### src/rtl/cla_pkg.sv
// Shared definitions for the pipelined carry-lookahead adder:
// the lookahead group width and the group propagate/generate helper.
package cla_pkg;

  localparam int GROUP_W = 4;

  // Collapse per-bit propagate/generate of one group into {P, G}.
  function automatic logic [1:0] group_pg(input logic [GROUP_W-1:0] p,
                                          input logic [GROUP_W-1:0] g);
    logic gp;
    logic gg;
    gp = &p;
    gg = g[3] | (p[3] & g[2]) | (p[3] & p[2] & g[1]) | (p[3] & p[2] & p[1] & g[0]);
    return {gp, gg};
  endfunction

endpackage

### src/rtl/cla_group4.sv
// 4-bit carry-lookahead group: local sum from a supplied carry-in, plus the
// group propagate/generate used by the enclosing lookahead unit.
// P/G depend only on the operands so the outer lookahead has no loop through ci.
module cla_group4
  import cla_pkg::*;
(
  input  logic [GROUP_W-1:0] a,
  input  logic [GROUP_W-1:0] b,
  input  logic               ci,
  output logic [GROUP_W-1:0] s,
  output logic               p,
  output logic               g
);

  logic [GROUP_W-1:0] pb;
  logic [GROUP_W-1:0] gb;
  logic [GROUP_W-1:0] c;

  assign pb = a ^ b;
  assign gb = a & b;

  // Group propagate/generate, independent of the carry-in.
  always_comb begin
    {p, g} = group_pg(pb, gb);
  end

  // Bit carries inside the group, fully expanded, then the sum bits.
  always_comb begin
    c[0] = ci;
    c[1] = gb[0] | (pb[0] & ci);
    c[2] = gb[1] | (pb[1] & gb[0]) | (pb[1] & pb[0] & ci);
    c[3] = gb[2] | (pb[2] & gb[1]) | (pb[2] & pb[1] & gb[0]) | (pb[2] & pb[1] & pb[0] & ci);
    s    = pb ^ c;
  end

endmodule

### src/rtl/cla_pipe_adder.sv
// Pipelined carry-lookahead adder/subtractor with valid/ready on both sides.
// Each of STAGES stages resolves WIDTH/(4*STAGES) lookahead groups; the carry
// between slices is registered. WIDTH must be a multiple of 4 and STAGES must
// divide WIDTH/4.
// Optional build macro CLA_PIPE_SAT_EN: saturate the sum to the signed
// max/min on overflow (applied in the last stage, latency unchanged).
module cla_pipe_adder
  import cla_pkg::*;
#(
  parameter int WIDTH  = 16,
  parameter int STAGES = 2
) (
  input  logic             clk,
  input  logic             rst_n,
  input  logic             in_valid,
  output logic             in_ready,
  input  logic [WIDTH-1:0] a,
  input  logic [WIDTH-1:0] b,
  input  logic             cin,
  input  logic             sub,
  output logic             out_valid,
  input  logic             out_ready,
  output logic [WIDTH-1:0] sum,
  output logic             cout,
  output logic             ovf
);

  localparam int NGRP = WIDTH / GROUP_W;
  localparam int GPS  = NGRP / STAGES;
  localparam int SW   = GPS * GROUP_W;

  logic [STAGES-1:0] vld_p;
  logic [STAGES-1:0] adv;
  logic [STAGES-1:0] ld;

`ifdef CLA_PIPE_SAT_EN
  // On overflow the wrapped MSB is the inverse of the true sign, so an MSB of 1
  // means the true result was too large positive.
  function automatic logic [WIDTH-1:0] sat_sum(input logic [WIDTH-1:0] s,
                                               input logic             of);
    if (!of) return s;
    return s[WIDTH-1] ? {1'b0, {(WIDTH-1){1'b1}}} : {1'b1, {(WIDTH-1){1'b0}}};
  endfunction
`endif

  // A stage may move when some stage below it is empty or the consumer takes
  // the last beat; computed from the output side so bubbles collapse.
  always_comb begin
    logic room;
    adv  = '0;
    room = out_ready;
    for (int k = STAGES-1; k >= 0; k--) begin
      adv[k] = vld_p[k] & room;
      room   = room | ~vld_p[k];
    end
  end

  assign in_ready = ~vld_p[0] | adv[0];

  // Stage load enables: stage 0 from the input port, others from the stage above.
  always_comb begin
    ld    = '0;
    ld[0] = in_valid & in_ready;
    for (int k = 1; k < STAGES; k++) ld[k] = adv[k-1];
  end

  // Stage occupancy; reset discards every in-flight beat.
  always_ff @(posedge clk or negedge rst_n) begin
    if (!rst_n) vld_p <= '0;
    else        vld_p <= ld | (vld_p & ~adv);
  end

  for (genvar k = 0; k < STAGES; k++) begin : g_stg
    localparam int RIN = WIDTH - k*SW;

    logic [RIN-1:0]        a_in;
    logic [RIN-1:0]        b_in;
    logic                  c_in;
    logic [SW-1:0]         s_grp;
    logic [GPS-1:0]        gp;
    logic [GPS-1:0]        gg;
    logic [GPS:0]          gc;
    logic [(k+1)*SW-1:0]   s_nx;

    if (k == 0) begin : g_src
      // Subtraction is a + ~b + 1; cin is ignored in that case.
      assign a_in = a;
      assign b_in = sub ? ~b : b;
      assign c_in = sub | cin;
      assign s_nx = s_grp;
    end else begin : g_src
      assign a_in = g_stg[k-1].g_mid.a_q;
      assign b_in = g_stg[k-1].g_mid.b_q;
      assign c_in = g_stg[k-1].g_mid.c_q;
      assign s_nx = {s_grp, g_stg[k-1].g_mid.s_q};
    end

    for (genvar j = 0; j < GPS; j++) begin : g_grp
      cla_group4 u_grp (
        .a  (a_in[j*GROUP_W +: GROUP_W]),
        .b  (b_in[j*GROUP_W +: GROUP_W]),
        .ci (gc[j]),
        .s  (s_grp[j*GROUP_W +: GROUP_W]),
        .p  (gp[j]),
        .g  (gg[j])
      );
    end

    // Group carries as independent sum-of-products over group P/G.
    always_comb begin
      logic term;
      gc = '0;
      for (int j = 0; j <= GPS; j++) begin
        term = c_in;
        for (int i = 0; i < j; i++) term = term & gp[i];
        gc[j] = term;
        for (int i = 0; i < j; i++) begin
          term = gg[i];
          for (int m = i + 1; m < j; m++) term = term & gp[m];
          gc[j] = gc[j] | term;
        end
      end
    end

    if (k < STAGES-1) begin : g_mid
      logic [RIN-SW-1:0]   a_q;
      logic [RIN-SW-1:0]   b_q;
      logic [(k+1)*SW-1:0] s_q;
      logic                c_q;

      // Stage boundary: keep finished low sum, forward unresolved upper operands.
      always_ff @(posedge clk) begin
        if (ld[k]) begin
          a_q <= a_in[RIN-1:SW];
          b_q <= b_in[RIN-1:SW];
          s_q <= s_nx;
          c_q <= gc[GPS];
        end
      end
    end else begin : g_last
      logic [WIDTH-1:0] s_q;
      logic             c_q;
      logic             o_q;
      logic             ovf_nx;

      // Carry into the MSB is recovered as a ^ b ^ sum at that bit.
      assign ovf_nx = gc[GPS] ^ (a_in[RIN-1] ^ b_in[RIN-1] ^ s_nx[WIDTH-1]);

      // Output boundary: final sum, carry out and overflow of this beat.
      always_ff @(posedge clk) begin
        if (ld[k]) begin
`ifdef CLA_PIPE_SAT_EN
          s_q <= sat_sum(s_nx, ovf_nx);
`else
          s_q <= s_nx;
`endif
          c_q <= gc[GPS];
          o_q <= ovf_nx;
        end
      end
    end
  end

  // Result fields read as zero whenever no beat is presented.
  assign out_valid = vld_p[STAGES-1];
  assign sum       = out_valid ? g_stg[STAGES-1].g_last.s_q : '0;
  assign cout      = out_valid & g_stg[STAGES-1].g_last.c_q;
  assign ovf       = out_valid & g_stg[STAGES-1].g_last.o_q;

endmodule
### config.mk
export PLATFORM = sky130hd
export DESIGN_NAME = cla_pipe_adder
export DESIGN_NICKNAME = d
export VERILOG_FILES = /design/src/rtl/cla_pkg.sv /design/src/rtl/cla_group4.sv /design/src/rtl/cla_pipe_adder.sv
export SDC_FILE = /design/constraint.sdc
export NUM_CORES = 1
export LEC_CHECK = 0
export BUFFER_PORTS_ARGS = -buffer_cell sky130_fd_sc_hd__buf_2
export CAP_MARGIN = 20
export CORE_MARGIN = 4
export CORE_UTILIZATION = 45
export DETAILED_ROUTE_END_ITERATION = 10
export GPL_ROUTABILITY_DRIVEN = 0
export HOLD_SLACK_MARGIN = 0.1
export PLACE_DENSITY = 0.69
export SLEW_MARGIN = 5
export SYNTH_ARGS = -nofsm -noshare
export SYNTH_HDL_FRONTEND = slang
export SYNTH_HIERARCHICAL = 1
export SYNTH_SLANG_ARGS = --single-unit
### constraint.sdc
create_clock -name clk -period 5 [get_ports clk]
set_input_delay 0.75 -clock clk [delete_from_list [all_inputs] [get_ports clk]]
set_output_delay 0.75 -clock clk [all_outputs]
set_load 0.01 [all_outputs]
==> results.toml, run 1 <==
[run]
maxCapViolations = 0

[final_layout]
fin_cells = 313
fin_area_sq_um = 2850
drive_gt1_share_pct = 30.5
final_nets = 300
n_antenna_cell = 0
area_delta_synth_final_pct = 18.6
fin_util_pct = 55.4

[timing]
finClkSkew_ns = 0.00693
max_freq_mhz = 379
setup_viol = 0
worst_slew_margin_rel_pct = 49.2
hold_viol_final = 0
min_period_over_period_pct = 52.8
rsz0062_at_grt = "no"
period_needed_ns = 2.64
worst_slack_ns = 2.36
worst_pin_slew_ns = 0.762
fin_setup_tns_ns = 0
finalMaxSlewViolations = 0

[clocking]
tritoncts = "yes"
clockBufferDepth = 2
cts_setup_buffers = 0
cts_resized = 0
root_buffer = "clkbuf_8"
holdBufCountCts = 0
htree_num_levels = 2
insertion_delay_ns = 0.29
cts_made_buffers = 5
clock_sinks = 45
clk_pin_slew_ns = 0.08

[placement]
place_hpwl_microns = 2850
place_area_sq_um = 2750
numPortBuffers = 57
pre_cts_ws_ns = 2.04
dp.cells = 304

[global_route]
track_usage_pct = 12.2
antenna_found_initial = 0
overflow = 0
grt_start_max_net_pins = 26
grt_pass1_wl_microns = 6040
grt_pass1_vias = 1383

[logic_synthesis]
syn_nets = 239
yosysSeqAreaShare_pct = 55.8
synth_top_family_by_area = "simple AND/OR/NAND/NOR gates"
syn_area_sq_um = 2400
ys_ff_latch = 45
yosys.area_share.simple_pct = 11.7
synthFlopType = "edfxtp_1"
synth_xor_area_share_pct = 11.3
netlist.area_leader.share_pct = 53.8
synth_commonest_cells = "edfxtp_1 (43), xor2_1 (21), and2_1 (20)"
yosysTopAreaCell = "edfxtp_1"
netlist-cell-type-count = 21
synthArstFlopShare_pct = 4.44
synth_edf_count = 43
synthTopCellsByArea = "edfxtp_1 (54%), ha_1 (8.3%), xor2_1 (7.7%)"
synth-adder-area-share_pct = 11.7
yosysWarnings = 6
synthesis.instances = 181
yosysMostFrequentCell = "edfxtp_1"
avgSynthCellArea_sq_um = 13.3
synthMuxAreaShare_pct = 0
synth-compound-area-share_pct = 6.04

[floorplanning]
num_rows = 26
die_area_sq_um = 6570
core_area_sq_um = 5140
start_util_pct = 46.7
die_x_microns = 81.1
ios = 58
die_h_microns = 81.1

[power_and_ir_drop]
irDropWorstVdd_uv = 109
p_leak_nw = 1.29
powerDensity_nw_per_um2 = 324

[routing]
wirelength_microns = 3720
drtAntennaViolNets = 0
drt_first_pass_iters = 6
viasPerCell = 4.73
wl_per_cell_microns = 11.9
vias = 1482
drtIter0Drc = 69
drc = 0

[setup_path]
end_kind = "flop"
cp-start-kind = "input port"
worstPathMaxFanout = 17
crit_arrival_ns = 2.81
worstSetupPathType = "input port to flop"
required_ns = 5.17

[status]
run_status = "finished, final reports clean"

[min_path]
worstHoldPathType = "input port to async pin"
## state kept, by name (all words and copies together) (netlist names)
register          cells
g_stg.g_last.s_q     16
g_stg.g_mid.a_q       8
g_stg.g_mid.b_q       8
g_stg.g_mid.s_q       8
vld_p                 2
g_stg.g_mid.c_q       1
g_stg.g_last.c_q      1
g_stg.g_last.o_q      1
## final cells by class
cell class                 instances  area (sq um)
fill                             467          2290
tap                               70          87.6
sequential                        45          1340
clock buffer                       6          72.6
timing repair buffer              58           300
clock inverter                     2          10.0
inverter                          16          60.1
multi-input combinational        116           977
## through the flow
| step | hold WS [ns] | total power, mW |
|---|---|---|
| 2_1_floorplan | 0.400 | 0.657 |
| 3_3_place_gp | 0.401 | 0.719 |
| 3_5_place_dp | 0.405 | 0.724 |
| 4_1_cts | 0.221 | 0.933 |
| 5_1_grt | 0.219 | 0.983 |
| 6_report | 0.232 | 0.922 |
## cell usage in the layout, fill, tap and decap left out, drive strengths merged
master / count
nand4: 4
xor2: 21
nand3b: 1
edfxtp: 43
buf: 58
fa: 4
and4: 4
xnor2: 10
a21oi: 8
clkbuf: 6
dfrtp: 2
and2: 20
a21o: 12
clkinv: 2
ha: 16
nand2b: 3
or2: 1
inv: 16
nand3: 8
nand2: 4
## kinds of logic after synthesis
logic type      count (synthesis)
flops                          45
simple gates                   45
buf+inv                        20
fa+ha+maj                      20
compound gates                 20
xor+xnor                       31
## critical path, cell delays in order
cell,delay [ns]
buf_2,0.38
xor2_1,0.19
ha_1,0.30
a21oi_1,0.21
nand2_1,0.07
a21o_1,0.17
a21o_1,0.19
inv_1,0.08
fa_1,0.40
inv_1,0.06
## per-layer routing
metal	part of all wire [%]	vias up	track usage (%)
li1	-	755	-
met1	40	684	13.6
met2	52	38	21.9
met3	6.0	5	3.44
met4	1.6	0	4.56
met5	0	-	0
## report_power, final
part	total [mW]	internal, mW	switching (mW)	leakage (nW)
sequential	0.492	0.478	0.0136	0.434
clock	0.209	0.0968	0.112	0.0450
combinational	0.221	0.106	0.115	0.813
## path summary, 6_finish.rpt
kind	start	endpoint	slack (ns)	depth (start not counted)
setup / recovery	sub	g_stg[0].g_mid.s_q[4]	2.36	10
hold / removal	rst_n	vld_p[1]	0.23	1
setup reg to reg	g_stg[0].g_mid.a_q[2]	g_stg[1].g_last.o_q	2.50	11
hold reg to reg	g_stg[0].g_mid.s_q[2]	g_stg[1].g_last.s_q[2]	0.42	0
max in group asynchronous	rst_n	vld_p[0]	4.67	1
min in group clk	g_stg[0].g_mid.s_q[2]	g_stg[1].g_last.s_q[2]	0.42	0
Note: power is estimated with default switching activity, not from simulation.
==> run 2, diff against run 1 <==
--- a/config.mk
+++ b/config.mk
@@ -12,7 +12,7 @@
 export DETAILED_ROUTE_END_ITERATION = 10
 export GPL_ROUTABILITY_DRIVEN = 0
 export HOLD_SLACK_MARGIN = 0.1
-export PLACE_DENSITY = 0.69
+export PLACE_DENSITY = 0.72
 export SLEW_MARGIN = 5
 export SYNTH_ARGS = -nofsm -noshare
 export SYNTH_HDL_FRONTEND = slang
==> constraint.sdc (replaced) <==
create_clock -name clk -period 2.4 [get_ports clk]
set_input_delay 0.36 -clock clk [delete_from_list [all_inputs] [get_ports clk]]
set_output_delay 0.36 -clock clk [all_outputs]
set_load 0.01 [all_outputs]
==> run 2 against run 1 <==
Count of clock-buffer cells in the layout is the same. Largest cell class unchanged. Sequential share of layout area shrank 1.2 points. Cell area is 2.7% higher. Utilization is 1.5 points higher. Hold slack improved by 0.0080 ns.
==> results.toml, run 2 (same netlist as run 1, synthesis figures left out) <==
[status]
run_status = "finished, final reports clean"

[setup_path]
crit_arrival_ns = 2.38
r2r-start = "g_stg[0].g_mid.b_q[2]"
end_kind = "flop"
r2r-end = "g_stg[1].g_last.o_q"
worstPathMaxFanout = 5
reg2reg_slack_ns = 0.07
worstSetupPathType = "flop to flop"
worstPathCellList = "ha_4, a21oi_2, nand2_1, a21o_1, a21o_1, nand4_1, nand3_2, xor2_2, xor2_1, xnor2_1, xnor2_1"
max_stage_delay_ns = 0.43
cp-start-kind = "flop"
cpMaxStageDelayCell = "edfxtp_1"
r2r_cells = 11
required_ns = 2.45

[timing]
min_period_over_period_pct = 96.9
worst_slew_margin_rel_pct = 67.9
fin_setup_tns_ns = 0
worst_slack_ns = 0.0743
finalMaxSlewViolations = 0
setup_viol = 0
hold_viol_final = 0
rsz0062_at_grt = "yes"
worst_pin_slew_ns = 0.482
finClkSkew_ns = 0.0107
period_needed_ns = 2.33
max_freq_mhz = 430

[clocking]
clk_pin_slew_ns = 0.08
cts_made_buffers = 5
tritoncts = "yes"
insertion_delay_ns = 0.29
root_buffer = "clkbuf_8"
clockBufferDepth = 2
clock_sinks = 45
htree_num_levels = 2

[floorplanning]
die_h_microns = 81.1
die_area_sq_um = 6570
core_area_sq_um = 5140
ios = 58
num_rows = 26
die_x_microns = 81.1
start_util_pct = 46.7

[min_path]
worst_hold_path.endpoint = "g_stg[0].g_mid.a_q[4]"
min_from = "a[12]"
worstHoldPathType = "input port to flop"
hold_depth = 1

[final_layout]
regMostFlops = "g_stg.g_last.s_q"
final_nets = 307
n_antenna_cell = 0
nFillCells = 467
area_delta_synth_final_pct = 21.8
fin_area_sq_um = 2930
final_common_cell = "buf_2"
largest_reg_flops = 16
final_cell_mix = "buf_2 (57), edfxtp_1 (43), and2_1 (20), xor2_1 (20), inv_1 (16)"
fin_cells = 320
drive_gt1_share_pct = 33.6

[global_route]
track_usage_pct = 12.6
antenna_found_initial = 0
grt_start_max_net_pins = 26
grt_pass1_vias = 1372
grt_pass1_wl_microns = 6160
overflow = 0

[placement]
place_hpwl_microns = 2920
dp.cells = 310
place_area_sq_um = 2800
pre_cts_ws_ns = -0.00301
numPortBuffers = 57

[routing]
drtAntennaViolNets = 0
wirelength_microns = 3900
vias = 1504
drt_first_pass_iters = 4
drtIter0Drc = 67
viasPerCell = 4.70
wl_per_cell_microns = 12.2
drc = 0

[power_and_ir_drop]
irDropWorstVdd_uv = 246
p_leak_nw = 1.33
powerDensity_nw_per_um2 = 669

[run]
maxCapViolations = 0
-- run 2: power breakdown --
group	internal (mW)	leakage (nW)	switching, mW	total [mW]
clock network	0.202	0.0450	0.236	0.438
registers	0.997	0.434	0.0311	1.03
logic	0.242	0.850	0.249	0.491
total	1.44	1.33	0.516	1.96
-- run 2: timing repair --
item / 4_1_cts / 5_1_grt
hold endpoints to repair: 2 / 0
hold buffers: 1 / 0
resized for setup: 1 / 4
pin swaps: 0 / 9
setup endpoints to repair: 1 / 1
setup buffers: 0 / 1
-- run 2: area by class of cell --
type                            count  area, sq um  share of cell area, %
Clock inverter                      2         10.0                  0.342
Timing Repair Buffer               65          348                   11.9
Tap cell                           70         87.6                   2.99
Inverter                           16         60.1                   2.05
Clock buffer                        6         72.6                   2.48
Sequential cell                    45         1340                   45.9
Multi-Input combinational cell    116         1010                   34.4
-- run 2: routing by layer --
layer | vias up | global-route usage [%] | routed length (microns)
met5 | - | 0 | 0
met4 | 0 | 4.05 | 42
met3 | 7 | 3.99 | 263
met2 | 44 | 20.3 | 1960
met1 | 687 | 16.0 | 1630
li1 | 766 | - | -
-- run 2: how the worst max path moves through the flow --
stage	slack, ns	endpoint	cells after the start	startpoint
2_1_floorplan	0.12	g_stg[1].g_last.o_q	11	g_stg[0].g_mid.a_q[2]
3_3_place_gp	0.07	g_stg[1].g_last.o_q	11	g_stg[0].g_mid.a_q[2]
3_5_place_dp	-0.003	g_stg[1].g_last.o_q	11	g_stg[0].g_mid.a_q[2]
4_1_cts	0.02	g_stg[1].g_last.o_q	11	g_stg[0].g_mid.a_q[2]
5_1_grt	-0.05	g_stg[1].g_last.o_q	11	g_stg[0].g_mid.b_q[2]
6_report	0.07	g_stg[1].g_last.o_q	11	g_stg[0].g_mid.b_q[2]
-- run 2: critical path: cells and delay by family (launching register included) --
family	cells	cell delay, ns
simple gates	3	0.25
xor+xnor	4	0.64
compound gates	3	0.47
flops	1	0.43
fa+ha+maj	1	0.29
-- run 2: through the flow --
stage	power, mW	util [%]	hold WS, ns
floorplan	1.37	-	0.0644
global placement	1.51	54.4	0.147
global route	2.09	56.9	0.217
detailed placement	1.53	54.4	0.149
CTS	1.97	56.3	0.226
finish	1.96	56.9	0.240
